[src/rtl/load_store_unit.sv]
// RV32 load/store unit: sequences byte/half/word accesses onto a word-wide data cache,
// using read-modify-write for sub-word stores and sign/zero extension for loads.
module load_store_unit (
  input  logic        clock,
  input  logic        reset,
  input  logic        mem_read,
  input  logic        mem_write,
  input  logic [2:0]  funct3,
  input  logic [31:0] address,
  input  logic [31:0] store_data,
  output logic [31:0] load_data,
  output logic        stall,
  output logic        misaligned,
  output logic        cache_read,
  output logic        cache_write,
  output logic [31:0] cache_address,
  output logic [31:0] cache_writedata,
  input  logic [31:0] cache_readdata,
  input  logic        cache_busywait
);

  localparam logic [2:0] IDLE        = 3'd0;
  localparam logic [2:0] LOAD        = 3'd1;
  localparam logic [2:0] STORE_READ  = 3'd2;
  localparam logic [2:0] STORE_WRITE = 3'd3;
  localparam logic [2:0] DONE        = 3'd4;

  logic [2:0]  state_q, state_d;
  logic [31:0] addr_q;
  logic [2:0]  funct3_q;
  logic [31:0] wdata_q;

  logic request, illegal, unaligned, valid, in_idle;

  function automatic logic [31:0] extend(input logic [2:0]  f3,
                                         input logic [1:0]  lane,
                                         input logic [31:0] word);
    logic [7:0]  b;
    logic [15:0] h;
    b = word[{lane, 3'b000} +: 8];
    h = lane[1] ? word[31:16] : word[15:0];
    case (f3)
      3'b000:  extend = {{24{b[7]}}, b};
      3'b100:  extend = {24'h000000, b};
      3'b001:  extend = {{16{h[15]}}, h};
      3'b101:  extend = {16'h0000, h};
      default: extend = word;
    endcase
  endfunction

  // Sub-word store: overwrite only the addressed lane of the word read back from the cache.
  function automatic logic [31:0] merge(input logic [2:0]  f3,
                                        input logic [1:0]  lane,
                                        input logic [31:0] word,
                                        input logic [31:0] sd);
    merge = word;
    if (f3[0]) begin
      if (lane[1]) merge[31:16] = sd[15:0];
      else         merge[15:0]  = sd[15:0];
    end else begin
      merge[{lane, 3'b000} +: 8] = sd[7:0];
    end
  endfunction

  always_comb begin
    request   = mem_read | mem_write;
    illegal   = (mem_read & mem_write) |
                (mem_read & ((funct3 == 3'b011) | (funct3[2:1] == 2'b11))) |
                (mem_write & (funct3 >= 3'b011));
    unaligned = ((funct3[1:0] == 2'b01) & address[0]) |
                ((funct3[1:0] == 2'b10) & (address[1:0] != 2'b00));
    valid     = request & ~illegal & ~unaligned;
    in_idle   = (state_q == IDLE);
  end

  // Gated by reset so that arbitrary inputs during reset never raise a flag.
  assign misaligned = reset & in_idle & request & (illegal | unaligned);
  assign stall      = reset & ((state_q == LOAD) | (state_q == STORE_READ) |
                               (state_q == STORE_WRITE) | (in_idle & valid));

  assign cache_read      = (state_q == LOAD) | (state_q == STORE_READ);
  assign cache_write     = (state_q == STORE_WRITE);
  assign cache_address   = {addr_q[31:2], 2'b00};
  assign cache_writedata = wdata_q;

  always_comb begin
    state_d = state_q;
    case (state_q)
      IDLE: begin
        if (valid) begin
          if (mem_read)               state_d = LOAD;
          else if (funct3 == 3'b010)  state_d = STORE_WRITE;
          else                        state_d = STORE_READ;
        end
      end
      LOAD:        if (!cache_busywait) state_d = DONE;
      STORE_READ:  if (!cache_busywait) state_d = STORE_WRITE;
      STORE_WRITE: if (!cache_busywait) state_d = DONE;
      DONE:        state_d = IDLE;
      default:     state_d = IDLE;
    endcase
  end

  always_ff @(posedge clock or negedge reset) begin
    if (!reset) begin
      state_q   <= IDLE;
      addr_q    <= 32'h0;
      funct3_q  <= 3'b000;
      wdata_q   <= 32'h0;
      load_data <= 32'h0;
    end else begin
      state_q <= state_d;
      if (in_idle && valid) begin
        addr_q   <= address;
        funct3_q <= funct3;
        wdata_q  <= store_data;
      end
      if ((state_q == LOAD) && !cache_busywait) begin
        load_data <= extend(funct3_q, addr_q[1:0], cache_readdata);
      end
      if ((state_q == STORE_READ) && !cache_busywait) begin
        wdata_q <= merge(funct3_q, addr_q[1:0], cache_readdata, wdata_q);
      end
    end
  end

endmodule

[config.mk]
export PLATFORM = sky130hd
export DESIGN_NAME = load_store_unit
export DESIGN_NICKNAME = d
export VERILOG_FILES = /design/src/rtl/load_store_unit.sv
export SDC_FILE = /design/constraint.sdc
export NUM_CORES = 1
export LEC_CHECK = 0
export CORE_MARGIN = 5
export CORE_UTILIZATION = 23
export DETAILED_ROUTE_END_ITERATION = 8
export GPL_ROUTABILITY_DRIVEN = 0
export HOLD_SLACK_MARGIN = 0.02
export PLACE_DENSITY_LB_ADDON = 0.08
export SYNTH_ARGS = -nofsm -noshare
export SYNTH_HDL_FRONTEND = slang
export SYNTH_SLANG_ARGS = --single-unit
[constraint.sdc]
create_clock -name clock -period 3.1 [get_ports clock]
set_input_delay 0.465 -clock clock [delete_from_list [all_inputs] [get_ports clock]]
set_output_delay 0.465 -clock clock [all_outputs]
set_load 0.03 [all_outputs]
# == Word level (Yosys, flattened, before mapping) ==
# Index checks and enable logic that the tools add are counted.
# totals
ff_bits,102
inputBits,104
out_inout_bits,100
wordCells,74
# classes
add_sub_neg,1
n_lt_le_gt_ge,1
eq_ne,15
shifts,3
mux,14
bitwise,23
n_reduce_logical,11
# op_table
operator,count
32-bit case mux with 4 select lines,1
32-bit 2-to-1 mux,3
16-bit 2-to-1 mux,3
32-bit bitwise mux,1
8-bit by 7-bit variable shift with 32-bit output (first input constant),1
32-bit by 6-bit variable part select with 8-bit output,1
8-bit by 7-bit variable part select with 32-bit output,1
1-bit AND,12
3-bit by 2-bit equality test with 1-bit output (second input constant),4
3-bit 2-to-1 mux,3
1-bit bitwise OR,9
3-bit case mux with 3 select lines,1
5-bit negation with 7-bit output,1
3-bit by 1-bit equality test with 1-bit output (second input constant),2
3-bit equality test (second input constant),2
3-bit logical NOT,2
2-bit inequality test (second input constant),3
2-bit equality test (second input constant),2
2-bit nonzero test,2
3-bit by 2-bit greater-or-equal comparator with 1-bit output (second input constant),1
1-bit logical AND,3
3-bit inequality test (second input constant),1
3-bit AND reduction,1
2-bit by 1-bit equality test with 1-bit output (second input constant),1
other kinds (6),7

# == Logic depth before layout (Yosys ltp) ==
# Gate-level depths: netlist of the first run.
# depth
depth_word,11
depth_mapped,9
ltp_nobuf,6

# == Least setup slack after synthesis of the first run ==
# Ideal clock, no wire load.
# synth_timing
path_kind,in2out
start,input address[0]
end,output stall
t_arrival_ps,2337
t_required_ps,2635
path_slack_ps,298
cell_stages,5
n_path_buf,1
cell_sequence,or2_2 > a222oi_1 > nand2_2 > buf_2 > a21boi_0
# synth_between
elab_chain_len,8
elab_cells_between_ends,9
classes_between,8 x bitwise; 1 x reduce/logical
# synth_lines
item,line,source
"start, declared",9,"input logic [31:0] address,"
2-bit nonzero test,71,((funct3[1:0] == 2'b10) & (address[1:0] != 2'b00));
1-bit AND,71,
1-bit bitwise OR *,70,unaligned = ((funct3[1:0] == 2'b01) & address[0]) |
1-bit inverter *,72,valid = request & ~illegal & ~unaligned;
1-bit AND *,72,
1-bit AND *,79,(state_q == STORE_WRITE) | (in_idle & valid));
1-bit bitwise OR *,79,
1-bit AND *,78,assign stall = reset & ((state_q == LOAD) | (state_q == STORE_READ) |
"end, declared",12,"output logic stall,"
# Mark *: on every way between the ends. The rest lies on a longest branch, timed or not.

# == Worst setup path in the final report of the first run ==
# layout_timing
start,register addr_q[1]
end,"register wdata_q[17], in the netlist cache_writedata[17]"
# layout_between
elab_chain_len,5
elab_cells_between_ends,7
classes_between,1 x add/sub; 2 x shift; 4 x mux
# layout_lines
item,line,source
"start, declared",29,logic [31:0] addr_q;
"start signal, assigned",114,addr_q <= address;
5-bit negation with 7-bit output,61,"merge[{lane, 3'b000} +: 8] = sd[7:0];"
8-bit by 7-bit variable part select with 32-bit output / 8-bit by 7-bit variable shift with 32-bit output (equally long branches),61,
32-bit bitwise mux,61,
32-bit 2-to-1 mux *,57,if (f3[0]) begin
32-bit 2-to-1 mux *,121,if ((state_q == STORE_READ) && !cache_busywait) begin
"end signal, assigned",116,wdata_q <= store_data;
"end signal, assigned",122,"wdata_q <= merge(funct3_q, addr_q[1:0], cache_readdata, wdata_q);"
"end, declared",31,logic [31:0] wdata_q;
# Marks and branches as above.
# A chain may end at the register's enable or synchronous reset.

==> results of run 1 <==
-- per-stage QoR --
stage | cell area [sq um] | util [%] | worst slack, ns | instances
after floorplan | 5710 | - | 0.298 | 567
after global placement | 7870 | 32.3 | 0.182 | 1038
after detailed placement | 7870 | 32.3 | 0.146 | 1038
after CTS | 8180 | 33.5 | 0.124 | 1054
after global routing | 8190 | 33.6 | 0.0166 | 1056
final | 8190 | 33.6 | 0.249 | 1056
-- power groups by stage --
stage	logic [W]	clock network (W)	registers (W)
finish	0.00509	0.00122	0.00251
global route	0.00546	0.00132	0.00261
CTS	0.00514	0.00127	0.00253
detailed placement	0.00512	0	0.00255
global placement	0.00510	0	0.00254
floorplan	0.00263	0	0.00317
-- worst paths after layout --
kind / end / start / slack (ns) / cells after the start
min: cache_writedata[9] / reset / 0.07 / 1
max in group asynchronous: addr_q[19] / reset / 2.29 / 2
max reg2reg: cache_writedata[17] / addr_q[1] / 0.25 / 6
min in group clock: load_data[7] / load_data[7] / 0.48 / 2
min reg2reg: load_data[7] / load_data[7] / 0.48 / 2
max: cache_writedata[17] / addr_q[1] / 0.25 / 6
-- per-layer routing --
metal,wire (um),vias up,track usage [%]
li1,-,2413,-
met1,9330,2519,18.5
met2,10300,179,25.1
met3,1180,34,3.51
met4,676,0,6.53
met5,0,-,0
-- logic make-up (layout without fill, tap and decap cells) --
group	Yosys count	in the layout	share of synthesized area [%]
mux	59	59	11.3
compound gates	187	187	22.5
flops	102	102	44.7
xor+xnor	1	1	0.154
simple gates	109	109	10.5
fa+ha+maj	5	5	1.10
buf+inv	102	265	9.69
other cells	1	4	0.0657
-- Yosys cell counts, types with 5 or more instances --
cell type,n
a221o_1,9
buf_4,34
dfrtp_1,102
o22ai_1,8
a311o_1,16
o21ai_0,40
nor2_1,12
clkbuf_1,23
a211oi_1,19
nand4_1,9
mux2_1,32
inv_1,25
nand2_1,34
ha_1,5
buf_2,9
and3_1,17
buf_1,5
nand3_1,6
or3_1,7
a221oi_1,24
mux2i_1,25
o211ai_1,18
a21oi_1,43
-- critical path, cell delays in order, from the launching register on --
cell	delay (ns)
dfrtp_1	0.37
inv_1	0.19
ha_1	0.39
nor4bb_1	1.08
a221oi_1	0.18
a211oi_1	0.41
a311o_1	0.17
-- cells in the final DEF (no fill, tap or decap), drive strengths merged, types with 3 or more instances in the layout --
cell type	Yosys	routed
mux2	33	33
clkinv	1	3
nand2b	4	4
a311o	16	16
nor2b	4	4
a221o	9	9
nand2	35	35
o22ai	8	8
or4b	3	3
nor2	12	12
nand4	9	9
clkbuf	24	12
nand3	6	6
dfrtp	102	102
a21boi	3	3
a21oi	43	43
clkdlybuf4s50	0	198
ha	5	5
a21o	4	4
inv	25	25
o21ai	40	40
mux2i	25	25
or3	7	7
buf	52	25
a211oi	19	19
and3	17	17
o211ai	18	18
a221oi	24	24
-- state kept, by name, summed over array words and instances, names as in the netlist --
signal / flops
addr_q: 32
cache_writedata: 32
load_data: 32
funct3_q: 3
state_q: 3
-- timing repair --
action / in CTS / in global routing
gates resized for setup: 0 / 1
buffers inserted: 0 / 0
hold buffers: 0 / 0
endpoints found under the setup margin: 0 / 1
-- area by class of cell --
cell class | count | area [sq um]
timing repair buffer | 223 | 2210
tap | 324 | 405
sequential | 102 | 2550
fill | 2491 | 16200
multi-input combinational | 363 | 2610
clock buffer | 12 | 256
clock inverter | 4 | 55.1
antenna | 2 | 5.00
inverter | 26 | 97.6
==> results by group, run 1 <==
Run status
  – Status: completed

Synthesis
  – Post-synthesis sequential area ratio: ~45%
  – Area leader, netlist: dfrtp_1
  – Post-synth EDFFs: 0
  – Synth top area share: 44.7%
  – Syn Area/Cell: 10.1 sq um
  – Synth Warn #: 0
  – Synth top area cells: dfrtp_1 (45%), mux2_1 (6.3%), buf_4 (4.5%), mux2i_1 (4.4%), a21oi_1 (3.8%)
  – Synth Cell Area: 5710 sq um
  – Ys flop type: dfrtp_1
  – Synthesized flop and latch total: approximately 100
  – Asr flop ratio synth: between 90% and 100%
  – Cells after Synth: around 570
  – Unique masters post-synth: 52

Global routing
  – Total track usage: between 15 and 20%
  – Global-route wire length before repair: 32.9 mm
  – Total gr overflow: 0
  – Vias in the first global route: approximately 5500
  – Initial antenna violation count: 2
  – Largest net degree at the start of global routing: 76

Detailed routing
  – DR vias/cell: roughly 5
  – First-pass iteration count of the detailed router: 4
  – WL final: 21.5 mm
  – DR vias: 5145
  – Antenna Nets Post-Route: 0
  – Number of DRC markers in iteration 0: between 200 and 300
  – Drt wl/cell: 20.4 um
  – # DRC: 0

STA
  – Fin. max-slew vios: 0
  – Peak Freq: 0.351 GHz
  – Unrepaired setup endpoints after global routing: no
  – Final min period: between 2 and 3 ns
  – Setup TNS Final: 0 ns
  – Worst hold slack: 0.0684 ns
  – Tcrit/Tclk final: between 90% and 100%
  – Max_slew headroom: roughly an eighth
  – Worst Tran Pin Value: 1.29 ns
  – Final Hold Fails: 0
  – Final Setup Violations: 0
  – Worst Clk Skew: 0.0133 ns

Pwr
  – Leakage: between 3 and 4 nW
  – Clock Power Share: around 14%
  – PD cells: 1080 nW/um^2
  – Tot Pwr: just under 0.009 W
  – Sequential fraction of design power: 28.5%
  – Peak supply drop: slightly above 0.4 mV
  – Logic pwr share: between 50% and 60%
  – Net Sw Power: ~0.004 W
  – Switching share of power: a little under half
  – Internal power: about 0.0048 W

Critical path
  – Worst-path fanout max: 11
  – Worst path required time: approximately 3.4 ns
  – WS Path Type: flop to flop
  – Critical path arrival: 3.15 ns
  – Critical Path End Type: flop
  – CP startpoint kind: flop

Cells and area
  – # nets final: approximately 830
  – Layout cells sized above 1: around 7.0%
  – Area growth syn-to-layout: 43.4%

Clock tree
  – Clock Tree Buf Depth: 2
  – CTS buffer count: 9
  – CTS tree: yes
  – Clk_lat worst skew: roughly 0.36 ns
  – CTS Sinks: approximately 100
  – Clock root cell: clkbuf_16
  – Worst-path clk slew: about 0.070 ns
  – H-tree Lvls: 3

Floorplan
  – Die area: ~28000 sq um
  – Row Count: 57
  – Die W: 168 um
  – IO Pins: approximately 200
  – Starting Density: a little under a quarter
  – Core area: 24400 sq um
  – Chip Height: ~170 um

Hold path
  – Hold Path Class: primary input to async pin

Job
  – Max cap viols: 0

Placement
  – DP HPWL: about 16 mm
  – # port buffers: approximately 200
No activity file was read; power rests on OpenSTA's default activity.
==> run 2: changes to the inputs <==
==> constraint.sdc (replaced) <==
create_clock -name clock -period 2.35 [get_ports clock]
set_input_delay 0.3525 -clock clock [delete_from_list [all_inputs] [get_ports clock]]
set_output_delay 0.3525 -clock clock [all_outputs]
set_load 0.03 [all_outputs]
==> run 2 against run 1 <==
  * Total power is 34% higher
  * Final cell count is 2.2% higher
  * Register-to-register slack worse by 0.07 ns
  * Flip-flop and latch count stayed put
  * Via count is 1.1% higher
  * Largest cell class unchanged
  * Combinational power is 36% higher
  * Sequential share of layout area is 0.85 points lower
  * Highest routed layer is now met5
  * Cell area is 2.9% higher
==> results by group, run 2 (synthesis results as in run 1) <==
Critical path
  – CP startpoint kind: primary input
  – Worst path required time: 2.00 ns
  – RR Endpoint: cache_writedata[3]
  – Worst-path fanout max: 4
  – Crit path from: mem_read
  – Critical path arrival: 1.88 ns
  – R2r startpoint: addr_q[0]
  – Critical Path End Type: primary output
  – FF-to-FF setup slack: ~0.18 ns
  – WS Path Type: primary input to primary output
  – Worst R2R Path Depth: 6

Floorplan
  – Core area: between 20000 and 25000 sq um
  – Row Count: between 50 and 60
  – Die area: 28100 sq um
  – Chip Height: 168 um
  – Die W: between 150 and 200 um
  – Starting Density: a little under a quarter
  – IO Pins: just over 200

Job
  – Max cap viols: 0

Cells and area
  – Commonest non-fill, non-tap cell in the layout: clkdlybuf4s50_1
  – Area growth syn-to-layout: 47.6%
  – ANT cells: 0
  – Non-filler cells, final: 1079
  – Layout cells sized above 1: between 10% and 20%
  – # nets final: ~860
  – Commonest non-fill, non-tap cells in the layout: clkdlybuf4s50_1 (195), dfrtp_1 (100), buf_4 (44)
  – Fillcell total: about 2500
  – Final instance area: 8420 sq um

Pwr
  – Leakage: roughly 3.5 nW
  – PD cells: ~1400 nW/um^2
  – Tot Pwr: 0.0118 W
  – Peak supply drop: just under 0.6 mV

Global routing
  – Largest net degree at the start of global routing: 75
  – Initial antenna violation count: 1
  – Global-route wire length before repair: around 34 mm
  – Total gr overflow: 0
  – Vias in the first global route: roughly 5600
  – Total track usage: around 15%

Detailed routing
  – DR vias: around 5200
  – Number of DRC markers in iteration 0: about 200
  – # DRC: 0
  – Drt wl/cell: ~20 um
  – WL final: 21.7 mm
  – First-pass iteration count of the detailed router: 4
  – DR vias/cell: between 4 and 5
  – Antenna Nets Post-Route: 0

Run status
  – Status: completed

STA
  – Worst Clk Skew: roughly 0.0073 ns
  – Tcrit/Tclk final: about 95%
  – Final Hold Fails: 0
  – Final min period: around 2.2 ns
  – Peak Freq: around 0.45 GHz
  – Setup TNS Final: 0 ns
  – Fin. max-slew vios: 0
  – Unrepaired setup endpoints after global routing: no
  – Worst Tran Pin Value: about 0.52 ns
  – Final Setup Violations: 0
  – Max_slew headroom: about two thirds

Clock tree
  – CTS buffer count: 9
  – Clock root cell: clkbuf_16
  – Worst-path clk slew: approximately 0.070 ns
  – Clk_lat worst skew: ~0.35 ns
  – CTS Sinks: slightly above 100
  – H-tree Lvls: 3
  – Clock Tree Buf Depth: 2
  – CTS tree: yes

Hold path
  – Min-delay src: address[0]
  – WHS Endpoint: addr_q[0]
  – Hold Path Depth: 3
  – Hold Path Class: primary input to flop

Placement
  – DP HPWL: ~17 mm
  – Placed Instances: ~1100
  – Cell Area, Placed: a little over 8000 sq um
  – # port buffers: 201
run 2: changes by cell type in the layout (fill, tap and decap cells not counted), moves of 2 or more:
cell and change:
clkinv_4 -2, dlymetal6s2s_1 +3, a21boi_4 +2, or2_2 -2
buf_4 +22, buf_12 +2, or2_4 +2, clkdlybuf4s50_1 -3
a21boi_1 -2, dfrtp_1 -2, dfrtp_2 +2, diode_2 -2
run 2: critical path, stage by stage:
cell and delay (ns):
clkdlybuf4s50_1 0.44, a21o_1 0.19, a222oi_1 0.30, buf_4 0.19, nand2_2 0.07, a21boi_4 0.19
buf_12 0.14
run 2: layout make-up:
| cell class | instances | area (sq um) | share of cell area, % |
|---|---|---|---|
| Clock inverter | 3 | 42.5 | 0.505 |
| Timing Repair Buffer | 248 | 2430 | 28.8 |
| Clock buffer | 13 | 260 | 3.09 |
| Sequential cell | 102 | 2550 | 30.3 |
| Multi-Input combinational cell | 363 | 2630 | 31.3 |
| Inverter | 26 | 97.6 | 1.16 |
| Tap cell | 324 | 405 | 4.81 |
run 2: how the worst max path moves through the flow:
stage,endpoint,slack (ns)
final,stall,0.11
after CTS,stall,0.00008
after floorplan,stall,0.008
after global routing,stall,0.02
after global placement,addr_q[15],-0.11
after detailed placement,addr_q[19],-0.12
run 2: stage by stage:
stage | setup WS, ns | utilization [%] | hold WS, ns
after floorplan | 0.00825 | - | 0.0569
after global placement | -0.112 | 33.1 | 0.319
after detailed placement | -0.124 | 33.1 | 0.318
after CTS | 0.0000775 | 34.4 | 0.484
after global routing | 0.0196 | 34.5 | 0.475
final | 0.115 | 34.5 | 0.428
run 2: per-layer routing:
| metal | up-vias | track usage [%] | routed length [um] |
|---|---|---|---|
| met1 | 2539 | 18.8 | 9120 |
| li1 | 2444 | - | - |
| met5 | - | 0 | 11 |
| met3 | 31 | 4.08 | 1350 |
| met2 | 187 | 25.9 | 10700 |
| met4 | 2 | 5.12 | 548 |
run 2: timing repair:
item | CTS | global route
hold buffers | 1 | 0
setup endpoints to repair | 1 | 2
gates resized for setup | 3 | 6
pin swaps | 0 | 3
buffers inserted | 1 | 2
hold endpoints to repair | 28 | 0
run 2: report_power, final:
| part | internal, W | switching, W | leakage, nW |
|---|---|---|---|
| Sequential | 0.00262 | 0.000691 | 1.21 |
| Clock | 0.000885 | 0.000683 | 0.146 |
| Combinational | 0.00296 | 0.00394 | 2.13 |
==> run 3: changes to the inputs <==
--- a/config.mk
+++ b/config.mk
@@ -5,6 +5,8 @@
 export SDC_FILE = /design/constraint.sdc
 export NUM_CORES = 1
 export LEC_CHECK = 0
+export CELL_PAD_IN_SITES_DETAIL_PLACEMENT = 1
+export CELL_PAD_IN_SITES_GLOBAL_PLACEMENT = 1
 export CORE_MARGIN = 5
 export CORE_UTILIZATION = 23
 export DETAILED_ROUTE_END_ITERATION = 8
==> run 3 against run 2 <==
  * Global-route usage up 0.96 points
  * Wire length grew 7.4%
  * Flip-flop and latch count unchanged
  * Clock skew grew 0.00066 ns
  * Hold slack worse by 0.013 ns
  * Via count up 1.6%
  * Maximum frequency is 2.6% lower
  * Largest cell class unchanged
  * Highest routed layer is now met4
==> results by group, run 3 (synthesis results as in run 1) <==
Run status
  – Status: completed

STA
  – Unrepaired setup endpoints after global routing: no
  – Worst Clk Skew: ~0.0079 ns
  – Fin. max-slew vios: 0
  – Final Hold Fails: 0
  – Tcrit/Tclk final: a little over nine tenths
  – Final Setup Violations: 0
  – Worst Tran Pin Value: roughly 1.2 ns
  – Max_slew headroom: around 23%
  – Peak Freq: ~0.44 GHz
  – Setup TNS Final: 0 ns
  – Worst hold slack: 0.415 ns
  – Final min period: about 2.3 ns

Hold path
  – WHS Endpoint: addr_q[0]
  – Min-delay src: address[0]
  – Hold Path Class: primary input to flop
  – Hold Path Depth: 3

Critical path
  – CP startpoint kind: primary input
  – Crit-path cells: clkdlybuf4s50_1 -> a21o_1 -> a222oi_1 -> buf_4 -> nand2_2 -> a21boi_4 -> buf_12
  – Worst path required time: ~2.0 ns
  – Critical path arrival: ~1.9 ns
  – R2r startpoint: addr_q[0]
  – Slowest stage delay, CP: 0.46 ns
  – RR Endpoint: cache_writedata[4]
  – Worst R2R Path Depth: 7
  – Worst-path fanout max: 4
  – FF-to-FF setup slack: 0.15 ns
  – WS Path Type: primary input to primary output
  – Critical Path End Type: primary output
  – CP max-delay cell: clkdlybuf4s50_1

Job
  – Max cap viols: 0

Clock tree
  – Clk_lat worst skew: 0.35 ns
  – CTS Sinks: ~100
  – Clock Tree Buf Depth: 2
  – CTS buffer count: 9
  – Worst-path clk slew: 0.07 ns
  – H-tree Lvls: 3
  – Clock root cell: clkbuf_16
  – CTS tree: yes

Pwr
  – Leakage: ~3.5 nW
  – PD cells: between 1000 and 1500 nW/um^2
  – Peak supply drop: around 0.5 mV

Cells and area
  – Commonest non-fill, non-tap cell in the layout: clkdlybuf4s50_1
  – # nets final: 860
  – Area growth syn-to-layout: 47.8%
  – Layout cells sized above 1: between 10% and 20%
  – Fillcell total: approximately 2800
  – Commonest non-fill, non-tap cells in the layout: clkdlybuf4s50_1 (194), dfrtp_1 (100), a21oi_1 (43), buf_4 (43), o21ai_0 (40)
  – Register area: roughly 2600 sq um
  – Multi-input logic area: roughly 2600 sq um

Floorplan
  – Core area: 24400 sq um
  – Row Count: 57
  – Die W: 168 um
  – IO Pins: between 200 and 250
  – Die area: roughly 28000 sq um
  – Chip Height: 168 um
  – Starting Density: roughly a quarter

Placement
  – # port buffers: between 200 and 250
  – DP HPWL: between 15 and 20 mm

Detailed routing
  – WL final: approximately 23 mm
  – DR vias/cell: 4.89
  – DR vias: between 5000 and 6000
  – Drt wl/cell: 21.6 um
  – First-pass iteration count of the detailed router: 4
  – Number of DRC markers in iteration 0: roughly 160
  – Antenna Nets Post-Route: 0
  – # DRC: 0

Global routing
  – Vias in the first global route: about 5800
  – Initial antenna violation count: 1
  – Largest net degree at the start of global routing: 87
  – Global-route wire length before repair: approximately 35 mm
  – Total track usage: roughly 16%
  – Total gr overflow: 0
run 3: changes by cell type in the layout (fill, tap and decap cells not counted), sizes merged:
cell           previous run  this run
clkinv                    2         3
clkbuf                   13        11
buf                      49        50
clkdlybuf4s50           195       194
diode                     0         1
dlygate4sd2               0         1
run 3: cell type report:
| cell class | instances | share of cell area (%) |
|---|---|---|
| diodes | 1 | 0.0297 |
| clock buffers | 11 | 2.88 |
| clock inverters | 4 | 0.564 |
| inverters | 26 | 1.16 |
| multi-input cells | 363 | 31.2 |
| flip-flops and latches | 102 | 30.3 |
| well taps | 324 | 4.81 |
| repair buffers | 249 | 29.1 |
run 3: critical path: cells and delay by family:
kind / cells / cell delay (ns)
AO/OA/AOI/OAI: 3 / 0.72
buffers and inverters: 3 / 0.80
AND/OR/NAND/NOR: 1 / 0.07
run 3: how the worst max path moves through the flow:
| stage | cells past startpoint | slack [ns] | startpoint | to |
|---|---|---|---|---|
| 6_report | 7 | 0.06 | mem_read | stall |
| 5_1_grt | 7 | 0.01 | mem_read | stall |
| 4_1_cts | 6 | 0.01 | state_q[0] | stall |
| 3_5_place_dp | 7 | -0.16 | funct3[1] | addr_q[31] |
| 3_3_place_gp | 7 | -0.10 | funct3[1] | addr_q[10] |
| 2_1_floorplan | 5 | 0.008 | address[0] | stall |
run 3: stage by stage:
stage / area, sq um / worst slack [ns] / util (%) / std cells / total power, W
finish: 8430 / 0.0552 / 34.6 / 1080 / 0.0119
global route: 8430 / 0.0138 / 34.6 / 1080 / 0.0127
CTS: 8360 / 0.0132 / 34.3 / 1073 / 0.0120
detailed placement: 8050 / -0.162 / 33.0 / 1057 / 0.0104
global placement: 8050 / -0.101 / 33.0 / 1057 / 0.0102
floorplan: 5720 / 0.00825 / - / 567 / 0.00767
run 3: per-layer routing:
layer	global-route usage [%]	part of all wire [%]	wire, um	up-vias
li1	-	-	-	2454
met1	20.8	44	10200	2639
met2	27.5	49	11500	171
met3	3.06	5.0	1150	22
met4	5.40	1.9	445	0
met5	0	0	0	-
run 3: repair_timing:
action,CTS,global route
pin swaps,0,3
hold endpoints to repair,16,0
hold buffers,1,0
setup endpoints to repair,2,10
resized for setup,4,6
buffers inserted,0,6
run 3: power by group:
part	total, W	switching (W)	leakage [nW]	internal [W]
logic	0.00700	0.00398	2.14	0.00302
registers	0.00340	0.000780	1.21	0.00262
clock network	0.00152	0.000675	0.141	0.000847
total	0.0119	0.00544	3.49	0.00649
